$ cat config.mk
export PLATFORM = sky130hd
export DESIGN_NAME = number_loader
export DESIGN_NICKNAME = d
export VERILOG_FILES = /design/src/rtl/number_loader_pkg.sv /design/src/rtl/hex2digit_hex.sv /design/src/rtl/number_loader.sv
export SDC_FILE = /design/constraint.sdc
export NUM_CORES = 1
export LEC_CHECK = 0
export BUFFER_PORTS_ARGS = -buffer_cell sky130_fd_sc_hd__clkbuf_2
export CAP_MARGIN = 10
export CORE_ASPECT_RATIO = 0.8
export CORE_MARGIN = 8
export CORE_UTILIZATION = 56
export DETAILED_ROUTE_END_ITERATION = 10
export GPL_ROUTABILITY_DRIVEN = 0
export PLACE_DENSITY = 0.87
export SKIP_LAST_GASP = 1
export SLEW_MARGIN = 20
export SYNTH_ARGS = -nofsm -noshare
export SYNTH_HDL_FRONTEND = slang
export SYNTH_SLANG_ARGS = --single-unit
$ cat constraint.sdc
create_clock -name clk -period 3.3 [get_ports clk]
set_input_delay 0.66 -clock clk [delete_from_list [all_inputs] [get_ports clk]]
set_output_delay 0.66 -clock clk [all_outputs]
set_load 0.005 [all_outputs]
$ cat src/rtl/number_loader_pkg.sv
// number_loader_pkg: shared definitions for the number loader block.
//   BYTE_W        - width of one assembled byte
//   BYTES_DEFAULT - default number of bytes assembled
//   state_t       - loader FSM encoding (EMPTY / FILL / FULL)
//   SEG_TABLE     - active-low seven-segment patterns, segments g..a, for hex 0..F
package number_loader_pkg;

  localparam int unsigned BYTE_W        = 8;
  localparam int unsigned BYTES_DEFAULT = 32;

  typedef enum logic [1:0] {
    EMPTY = 2'd0,
    FILL  = 2'd1,
    FULL  = 2'd2
  } state_t;

  localparam logic [6:0] SEG_TABLE [16] = '{
    7'b1000000,  // 0
    7'b1111001,  // 1
    7'b0100100,  // 2
    7'b0110000,  // 3
    7'b0011001,  // 4
    7'b0010010,  // 5
    7'b0000010,  // 6
    7'b1111000,  // 7
    7'b0000000,  // 8
    7'b0010000,  // 9
    7'b0001000,  // A
    7'b0000011,  // b
    7'b1000110,  // C
    7'b0100001,  // d
    7'b0000110,  // E
    7'b0001110   // F
  };

endpackage

$ cat src/rtl/hex2digit_hex.sv
// hex2digit_hex: combinational hex nibble to seven-segment pattern decoder.
//   i_hex - nibble to display
//   o_seg - segment pattern, bit order g..a; INVERT=1 gives active-low
//           patterns, INVERT=0 gives their bitwise inverse (active-high)
module hex2digit_hex
  import number_loader_pkg::*;
#(
  parameter int unsigned INVERT = 1
) (
  input  logic [3:0] i_hex,
  output logic [6:0] o_seg
);

  always_comb begin
    o_seg = SEG_TABLE[i_hex];
    if (INVERT == 0) begin
      o_seg = ~SEG_TABLE[i_hex];
    end
  end

endmodule

$ cat src/rtl/number_loader.sv
// number_loader: assembles a BYTES-byte number one switch byte at a time.
//   clk           - system clock, rising edge
//   reset         - synchronous active-high reset
//   sw            - byte value to write
//   btn_flg_load  - single-cycle pulse, writes sw into the next byte
//   btn_flg_clear - single-cycle pulse, discards the number (wins over load)
//   number        - assembled number, byte i at [i*8+7:i*8], unwritten bytes 0
//   number_valid  - high while all BYTES bytes are written
//   load_done     - one-cycle pulse when the final byte is written
//   leds          - last byte written
//   digs          - two seven-segment digits showing the written-byte count
module number_loader
  import number_loader_pkg::*;
#(
  parameter int unsigned BYTES  = BYTES_DEFAULT,
  parameter int unsigned INVERT = 1
) (
  input  logic                    clk,
  input  logic                    reset,
  input  logic [BYTE_W-1:0]       sw,
  input  logic                    btn_flg_load,
  input  logic                    btn_flg_clear,
  output logic [BYTES*BYTE_W-1:0] number,
  output logic                    number_valid,
  output logic                    load_done,
  output logic [BYTE_W-1:0]       leds,
  output logic [13:0]             digs
);

  localparam logic [5:0] LAST_IDX = 6'(BYTES - 1);

  state_t                    r_state, w_state_d;
  logic [5:0]                r_count, w_count_d;
  logic [BYTES*BYTE_W-1:0]   r_number, w_number_d;
  logic [BYTE_W-1:0]         r_leds, w_leds_d;
  logic                      r_valid, w_valid_d;
  logic                      r_done, w_done_d;

  logic                      w_load;
  logic [BYTES-1:0]          w_byte_en;

  // Loads are only accepted while there is room; clear always wins.
  assign w_load = btn_flg_load && !btn_flg_clear && (r_state != FULL);

  // One enable per byte, decoded from the current write index.
  always_comb begin
    w_byte_en = '0;
    for (int i = 0; i < BYTES; i++) begin
      w_byte_en[i] = w_load && (r_count == 6'(i));
    end
  end

  always_ff @(posedge clk) begin
    if (reset) begin
      r_state  <= EMPTY;
      r_count  <= '0;
      r_number <= '0;
      r_leds   <= '0;
      r_valid  <= 1'b0;
      r_done   <= 1'b0;
    end else begin
      r_state  <= w_state_d;
      r_count  <= w_count_d;
      r_number <= w_number_d;
      r_leds   <= w_leds_d;
      r_valid  <= w_valid_d;
      r_done   <= w_done_d;
    end
  end

  always_comb begin
    w_state_d  = r_state;
    w_count_d  = r_count;
    w_number_d = r_number;
    w_leds_d   = r_leds;
    w_valid_d  = r_valid;
    w_done_d   = 1'b0;

    if (btn_flg_clear) begin
      w_state_d  = EMPTY;
      w_count_d  = '0;
      w_number_d = '0;
      w_leds_d   = '0;
      w_valid_d  = 1'b0;
    end else if (w_load) begin
      for (int i = 0; i < BYTES; i++) begin
        if (w_byte_en[i]) begin
          w_number_d[i*BYTE_W +: BYTE_W] = sw;
        end
      end
      w_leds_d  = sw;
      w_count_d = r_count + 6'd1;
      if (r_count == LAST_IDX) begin
        w_state_d = FULL;
        w_valid_d = 1'b1;
        w_done_d  = 1'b1;
      end else begin
        w_state_d = FILL;
      end
    end
  end

  assign number       = r_number;
  assign number_valid = r_valid;
  assign load_done    = r_done;
  assign leds         = r_leds;

  hex2digit_hex #(
    .INVERT (INVERT)
  ) u_dig_hi (
    .i_hex ({2'b00, r_count[5:4]}),
    .o_seg (digs[13:7])
  );

  hex2digit_hex #(
    .INVERT (INVERT)
  ) u_dig_lo (
    .i_hex (r_count[3:0]),
    .o_seg (digs[6:0])
  );

endmodule

==> out/results.tsv, run 1 <==
metric	value	unit
crit_arrival	2.26	ns
reg2reg_slack	0.94	ns
utilization	0.697	
fin_crit	2.92	ns
ys_warn_count	0	
syn_inst	1024	
max_cap_violations	0	
cts_hold_buffers	0	
clk_pin_slew	0.06	ns
ios	292	
critPathCaptureType	output pin	
firstDrtPassIters	7	
ctsHtreeMaxLevel	1	
post_cts_buffers	0	
cp.buffers_inverters	3	
fin_tns_setup	0	ns
die_y	139	um
peakVddDrop	0.395	mV
critPathSlowestCell	dfxtp_1	
initial_core_util	0.565	
diodes	0	
power_density	496	mW/mm2
clockBufferDepth	3	
vias	8385	
dpl_cell_area	0.0122	mm2
cts_resized	0	
synth-edff-count	0	
max-slew-margin-rel	0.406	
synth_commonest_cells	274 x dfxtp_1, 268 x nand2_1, 261 x mux2i_1	
drc	0	
drv_slew	0	
synth_top_area_cell	dfxtp_1	
grt_pass1_wl	48.3	mm
slowest_delay	0.51	ns
nNetsFinal	1298	
status	finished clean	
leakage	7.01	nW
cts_tree	yes	
hold_class	primary input to flip-flop	
synthTopCellsByArea	dfxtp_1 52%, mux2i_1 25%, nand2_1 9.5%	
postRouteWirelength	30.9	mm
start_kind	flip-flop	
syn_avg_cell_area	10.3	um2
crit_required	2.64	ns
finalCritPeriodShare	0.885	
grt_max_degree	118	
drive_gt1_frac	0.305	
ys_async_sr_fraction	0	
syn-cell-area	0.0106	mm2
clock_skew	0.0150	ns
min_path_cells	3	
synth_ff_type	dfxtp_1	
critPathMostFrequentCell	inv_1	
crit_type	flip-flop to output pin	
cp_max_fo	10	
die-width	170	um
max_freq	0.342	GHz
grt_overflow	0	
fill_cells	1424	
setup_violations	0	
crit_start	r_count[0]$_SDFFE_PP0P_	
area_growth	23.3	%
syn_nets	1044	
rsz0062_at_grt	no	
coreArea	0.0187	mm2
crit_chain	inv_1 -> ha_1 -> inv_1 -> mux4_2 -> clkbuf_2	
vias_per_cell	5.40	
post-dp-hpwl	21.3	mm
first_iter_violations	643	
synth.most_common_cell	dfxtp_1	
crit_path_end	digs[3]	
crit_family	flip-flops	
stdcell_area	0.0131	mm2
io_buffer_count	290	
crit_cells	5	
synth-seq-cells	274	
grt_pass1_vias	8752	
cts.sinks	274	
wl_per_cell	19.9	um
cts-root-buf	clkbuf_16	
clock_latency	0.53	ns
seq_area_frac_synth	0.518	
reg2regPathDepth	5	
final-hold-violation-count	0	
synth_top_area_share	0.518	
antenna_found_initial	0	
r2r_end	number[2]$_SDFFE_PP0P_	
cts_buffers	26	
worstMarginPinSlew	0.890	ns
dieArea	0.0236	mm2
rows	45	
synth_cell_types	40	
postRouteAntennaNets	0	
gr-usage-all-layers	0.252	
r2r_start	r_count[0]$_SDFFE_PP0P_	
flip-flops by register name, summed over array words and instances (netlist names):
name          count
r_count           6
load_done         1
number_valid      1
r_state           2
leds              8
number          256
metrics by stage:
step,setup slack (ns),instances,hold slack [ns],power [W]
5_1_grt,0.221,1553,0.393,0.00666
6_report,0.378,1553,0.391,0.00648
4_1_cts,0.384,1553,0.371,0.00651
3_5_place_dp,0.831,1508,0.451,0.00358
2_1_floorplan,1.26,1024,0.442,0.00351
3_3_place_gp,0.864,1508,0.443,0.00358
power breakdown:
| group | total [W] | internal (W) | switching, W |
|---|---|---|---|
| sequential | 0.00332 | 0.00331 | 0.00000411 |
| clock | 0.00296 | 0.00171 | 0.00125 |
| combinational | 0.000195 | 0.0000453 | 0.000149 |
| total | 0.00648 | 0.00507 | 0.00140 |
cell type report:
cell class / count / area [um2] / area share
Inverter: 7 / 26.3 / 0.00201
Clock buffer: 35 / 694 / 0.0532
Sequential cell: 274 / 5490 / 0.420
Clock inverter: 10 / 143 / 0.0109
Tap cell: 258 / 323 / 0.0247
Multi-Input combinational cell: 655 / 4740 / 0.363
Timing Repair Buffer: 314 / 1660 / 0.127
worst reg2reg max path, cell delays in order, from the launching register on:
cell,delay (ns)
dfxtp_1,0.40
inv_1,0.19
ha_1,0.42
nor3b_2,0.49
nand4_2,0.46
mux2i_1,0.32
routing by layer:
layer,global-route usage,vias up,routed length [um]
met5,0,-,0
met2,0.410,299,14400
li1,-,3957,-
met4,0.0814,0,718
met3,0.0700,50,2540
met1,0.317,4079,13200
cells by family (layout without fill, tap and decap cells):
family,Yosys count,count (layout),synth area share
fa+ha+maj,8,8,0.00945
simple gates,347,347,0.167
compound gates,36,36,0.0187
buf+inv,95,366,0.0374
flops,274,274,0.518
mux,263,263,0.250
other cells,1,1,0.000354
how the worst min path moves through the flow:
stage                              start                        end  slack [ns]
5_1_grt                            sw[3]       leds[3]$_SDFFE_PP0P_        0.39
3_5_place_dp    number[250]$_SDFFE_PP0P_   number[250]$_SDFFE_PP0P_        0.45
2_1_floorplan  number_valid$_SDFFE_PP0P_  number_valid$_SDFFE_PP0P_        0.44
6_report                           sw[6]       leds[6]$_SDFFE_PP0P_        0.39
4_1_cts                            sw[1]       leds[1]$_SDFFE_PP0P_        0.37
3_3_place_gp    number[151]$_SDFFE_PP0P_   number[151]$_SDFFE_PP0P_        0.44
cell usage in the layout, fill, tap and decap left out, types with 2 or more instances in the layout:
cell       count
ha_1           8
nand2_1      268
bufinv_16      3
inv_1          7
buf_4         22
clkbuf_2     290
or4_1          4
dfxtp_1      274
buf_12         2
o31ai_1        3
clkinv_2       4
o21ai_0       13
a21oi_1       17
clkbuf_16     26
or2_2          2
nor2b_1        5
nor2_1         6
clkbuf_1       8
nor3b_2        4
nand3_1       12
mux2i_1      261
nand4_4        4
nand4_2       25
(Power assumes the default switching activity.)
==> run 2, diff against run 1 <==
CORE_UTILIZATION = 50   (was 56)
PLACE_DENSITY = 0.79   (was 0.87)
==> out/results.tsv, run 2 (synthesized netlist as in run 1, its figures left out) <==
metric	value	unit	change
antenna_found_initial	0		unchanged
diodes	0		unchanged
clockBufferDepth	3		unchanged
first_iter_violations	525		was 643
leakage	7.06	nW	was 7.01 nW
clk_pin_slew	0.06	ns	about the same
grt_max_degree	115		was 118
crit_arrival	2.22	ns	was 2.26 ns
max_cap_violations	0		unchanged
clock_skew	0.00854	ns	was 0.0150 ns
cts_resized	0		unchanged
initial_core_util	0.510		was 0.565
crit_required	2.64	ns	about the same
worstMarginPinSlew	0.881	ns	was 0.890 ns
post-dp-hpwl	20.9	mm	was 21.3 mm
ctsHtreeMaxLevel	1		unchanged
crit_type	flip-flop to output pin		unchanged
setup_violations	0		unchanged
peakVddDrop	0.363	mV	was 0.395 mV
firstDrtPassIters	4		was 7
die_y	146	um	was 139 um
max_freq	0.347	GHz	was 0.342 GHz
cts_tree	yes		unchanged
gr-usage-all-layers	0.224		was 0.252
drc	0		unchanged
crit_chain	inv_1 -> ha_1 -> nor2b_1 -> or3b_2 -> o21ai_0 -> clkbuf_2		was inv_1 -> ha_1 -> inv_1 -> mux4_2 -> clkbuf_2
critPathSlowestCell	or3b_2		was dfxtp_1
rows	47		was 45
cp.buffers_inverters	2		was 3
cts_hold_buffers	0		unchanged
cp_max_fo	9		was 10
slowest_delay	0.45	ns	was 0.51 ns
grt_use_met1	0.286		was 0.317
max-slew-margin-rel	0.412		was 0.406
seqCellArea	0.00549	mm2	unchanged
area_growth	24.2	%	was 23.3%
finalCritPeriodShare	0.872		was 0.885
io_buffer_count	290		unchanged
clock_latency	0.52	ns	was 0.53 ns
final-hold-violation-count	0		unchanged
ios	292		unchanged
fill_cells	1676		was 1424
dieArea	0.0261	mm2	was 0.0236 mm2
power_density	504	mW/mm2	was 496 mW/mm2
die-width	179	um	was 170 um
fin_tns_setup	0	ns	unchanged
final_common_cell	clkbuf_2		unchanged
grt_overflow	0		unchanged
fin_crit	2.88	ns	was 2.92 ns
rsz0062_at_grt	no		unchanged
utilization	0.634		was 0.697
reg2reg_slack	0.97	ns	was 0.94 ns
start_kind	flip-flop		unchanged
grt_pass1_vias	8341		was 8752
coreArea	0.0208	mm2	was 0.0187 mm2
crit_family	simple AND/OR/NAND/NOR gates		was flip-flops
cts-root-buf	clkbuf_16		unchanged
postRouteAntennaNets	0		unchanged
final_cell_mix	290 x clkbuf_2, 274 x dfxtp_1, 268 x nand2_1, 261 x mux2i_1, 27 x clkbuf_16		was 290 x clkbuf_2, 274 x dfxtp_1, 268 x nand2_1, 261 x mux2i_1, 26 x clkbuf_16
drv_slew	0		unchanged
p_total	0.00663	W	was 0.00648 W
vias	8311		was 8385
postRouteWirelength	30.5	mm	was 30.9 mm
nNetsFinal	1299		was 1298
vias_per_cell	5.30		was 5.40
drive_gt1_frac	0.309		was 0.305
post_cts_buffers	0		unchanged
hold_class	primary input to flip-flop		unchanged
largest_reg_flops	256		unchanged
status	finished clean		unchanged
wl_per_cell	19.5	um	was 19.9 um
critPathCaptureType	output pin		unchanged
cts_buffers	27		was 26
grt_pass1_wl	47.5	mm	was 48.3 mm
busiest_layer	met2		unchanged
cts.sinks	274		unchanged
grt_use_met2	0.361		was 0.410
multi_input_comb_area	0.00474	mm2	unchanged
use_met3	0.0714		was 0.0700
-- run 2: metrics by stage --
stage	cells	instance area [um2]	hold WS, ns	setup slack [ns]
finish	1568	13200	0.396	0.421
global route	1568	13200	0.393	0.276
CTS	1568	13200	0.375	0.412
detailed placement	1519	12200	0.442	0.841
global placement	1519	12200	0.437	0.889
floorplan	1024	10600	0.442	1.26
-- run 2: cell type report --
cell class | instances | area share
Sequential cell | 274 | 0.417
Clock inverter | 6 | 0.00637
Tap cell | 269 | 0.0256
Multi-Input combinational cell | 655 | 0.360
Timing Repair Buffer | 314 | 0.126
Inverter | 7 | 0.00200
Clock buffer | 43 | 0.0635
-- run 2: report_power, final --
| part | internal [W] | switching, W | total, W |
|---|---|---|---|
| sequential | 0.00331 | 0.00000422 | 0.00332 |
| combinational | 0.0000452 | 0.000149 | 0.000194 |
| clock | 0.00189 | 0.00123 | 0.00312 |
| total | 0.00524 | 0.00139 | 0.00663 |
-- run 2: final timing paths --
check                                            endpoint                 startpoint  cells past startpoint
worst max register to register    number[36]$_SDFFE_PP0P_    r_count[0]$_SDFFE_PP0P_                      5
worst min register to register  number_valid$_SDFFE_PP0P_  number_valid$_SDFFE_PP0P_                      2
worst min-delay path                 leds[1]$_SDFFE_PP0P_                      sw[1]                      3
worst max-delay path                              digs[0]    r_count[1]$_SDFFE_PP0P_                      6
-- run 2: worst min-delay path, stage by stage --
cell and delay [ns]:
clkbuf_2 0.09, nand3_1 0.06, a21oi_1 0.05
-- run 2: per-layer routing --
layer  vias up  wire [um]
met3        45       2720
li1       3953          -
met2       263      13900
met5         -          0
met4         0        644
met1      4050      13200
==> run 3, diff against run 2 <==
CELL_PAD_IN_SITES_DETAIL_PLACEMENT = 2   (was not set)
CELL_PAD_IN_SITES_GLOBAL_PLACEMENT = 2   (was not set)
CORE_UTILIZATION = 34   (was 50)
PLACE_DENSITY = 0.85   (was 0.79)
==> out/results.tsv, run 3 (synthesized netlist as in run 1, its figures left out) <==
metric	value	unit	change
crit_required	2.64	ns	about the same
max-slew-margin-rel	0.401		was 0.412
dpl_cell_area	0.0124	mm2	was 0.0122 mm2
p_total	0.00692	W	was 0.00663 W
clock_latency	0.54	ns	was 0.52 ns
io_buffer_count	290		unchanged
p_switching	0.00155	W	was 0.00139 W
reg2regPathDepth	5		unchanged
fin_crit	2.99	ns	was 2.88 ns
area_growth	26.6	%	was 24.2%
rows	57		was 47
peakVddDrop	0.368	mV	was 0.363 mV
clk_pin_slew	0.06	ns	about the same
fin_tns_setup	0	ns	unchanged
first_iter_violations	308		was 525
dieArea	0.0371	mm2	was 0.0261 mm2
die-width	213	um	was 179 um
cts_resized	0		unchanged
switching_share	0.224		was 0.209
critPathCaptureType	output pin		unchanged
hold_class	primary input to flip-flop		unchanged
grt_overflow	0		unchanged
cts-root-buf	clkbuf_16		unchanged
intPower	0.00537	W	was 0.00524 W
grt_pass1_wl	60.5	mm	was 47.5 mm
firstDrtPassIters	4		unchanged
leakage	7.07	nW	was 7.06 nW
coreArea	0.0305	mm2	was 0.0208 mm2
p_comb_frac	0.030		was 0.029
utilization	0.439		was 0.634
die_y	174	um	was 146 um
status	finished clean		unchanged
grt_pass1_vias	9509		was 8341
postRouteAntennaNets	0		unchanged
cts_hold_buffers	0		unchanged
final_common_cell	clkbuf_2		unchanged
worstMarginPinSlew	0.897	ns	was 0.881 ns
clkPwrFrac	0.490		was 0.470
multi_input_comb_area	0.00476	mm2	was 0.00474 mm2
fill_cells	3320		was 1676
ctsHtreeMaxLevel	1		unchanged
cp_max_fo	10		was 9
vias	8591		was 8311
setup_violations	0		unchanged
start_kind	flip-flop		unchanged
final_cell_mix	290 x clkbuf_2, 274 x dfxtp_1, 261 x mux2i_1, 260 x nand2_1, 29 x clkbuf_16		was 290 x clkbuf_2, 274 x dfxtp_1, 268 x nand2_1, 261 x mux2i_1, 27 x clkbuf_16
initial_core_util	0.347		was 0.510
crit_type	flip-flop to output pin		unchanged
power_density	516	mW/mm2	was 504 mW/mm2
vias_per_cell	5.02		was 5.30
clock_skew	0.00931	ns	was 0.00854 ns
cts_tree	yes		unchanged
cts.sinks	274		unchanged
postRouteWirelength	40.0	mm	was 30.5 mm
rsz0062_at_grt	no		unchanged
drive_gt1_frac	0.313		was 0.309
wl_per_cell	23.4	um	was 19.5 um
stdcell_area	0.0134	mm2	was 0.0132 mm2
crit_arrival	2.33	ns	was 2.22 ns
post-dp-hpwl	26.8	mm	was 20.9 mm
drv_slew	0		unchanged
antenna_found_initial	1		was 0
cts_buffers	29		was 27
max_cap_violations	0		unchanged
drc	0		unchanged
min_path_cells	3		unchanged
finalCritPeriodShare	0.905		was 0.872
clockBufferDepth	3		unchanged
post_cts_buffers	0		unchanged
largest_reg_flops	256		unchanged
final-hold-violation-count	0		unchanged
ios	292		unchanged
seqPwrFrac	0.480		was 0.500
nNetsFinal	1295		was 1299
gr-usage-all-layers	0.210		was 0.224
max_freq	0.335	GHz	was 0.347 GHz
grt_max_degree	148		was 115
seqCellArea	0.00549	mm2	unchanged
## run 3: cell types whose count changed in the layout (fill, tap and decap cells not counted), sizes merged
cell    before  now
buf         24   18
clkinv       3    6
bufinv       2    3
diode        0    1
## run 3: final timing paths
path | slack [ns] | start | to
min | 0.39 | sw[6] | leds[6]$_SDFFE_PP0P_
max reg2reg | 0.78 | r_count[0]$_SDFFE_PP0P_ | number[23]$_SDFFE_PP0P_
max | 0.31 | r_count[0]$_SDFFE_PP0P_ | digs[6]
min reg2reg | 0.45 | number_valid$_SDFFE_PP0P_ | number_valid$_SDFFE_PP0P_
## run 3: final cells by class
type                       instances  area share
timing repair buffer             308       0.122
clock inverter                    10      0.0102
sequential                       274       0.409
clock buffer                      43      0.0633
tap                              413      0.0385
multi-input combinational        655       0.355
antenna                            1    0.000187
inverter                           7     0.00196
## run 3: per-layer routing
layer	part of all wire	up-vias	track usage
met2	0.48	234	0.365
li1	-	3957	-
met3	0.074	55	0.0627
met5	0	-	0
met1	0.42	4345	0.252
met4	0.020	0	0.0459
## run 3: critical path, stage by stage, from the launching register on
cell and delay [ns]:
dfxtp_1 0.52, inv_1 0.18, ha_1 0.40, mux2_2 0.33, nand2_1 0.07, o21ai_0 0.13
clkbuf_2 0.16
## run 3: stage by stage
| stage | cells | hold WS [ns] | setup WS (ns) |
|---|---|---|---|
| floorplan | 1024 | 0.442 | 1.26 |
| global placement | 1657 | 0.438 | 0.826 |
| detailed placement | 1657 | 0.446 | 0.759 |
| CTS | 1710 | 0.368 | 0.293 |
| global route | 1711 | 0.390 | 0.184 |
| finish | 1711 | 0.389 | 0.312 |
## run 3: power by group through the flow
stage	registers (W)	clock network (W)	logic (W)
global route	0.00332	0.00360	0.000221
finish	0.00332	0.00339	0.000207
floorplan	0.00339	0	0.000119
CTS	0.00332	0.00347	0.000210
global placement	0.00339	0	0.000207
detailed placement	0.00339	0	0.000209
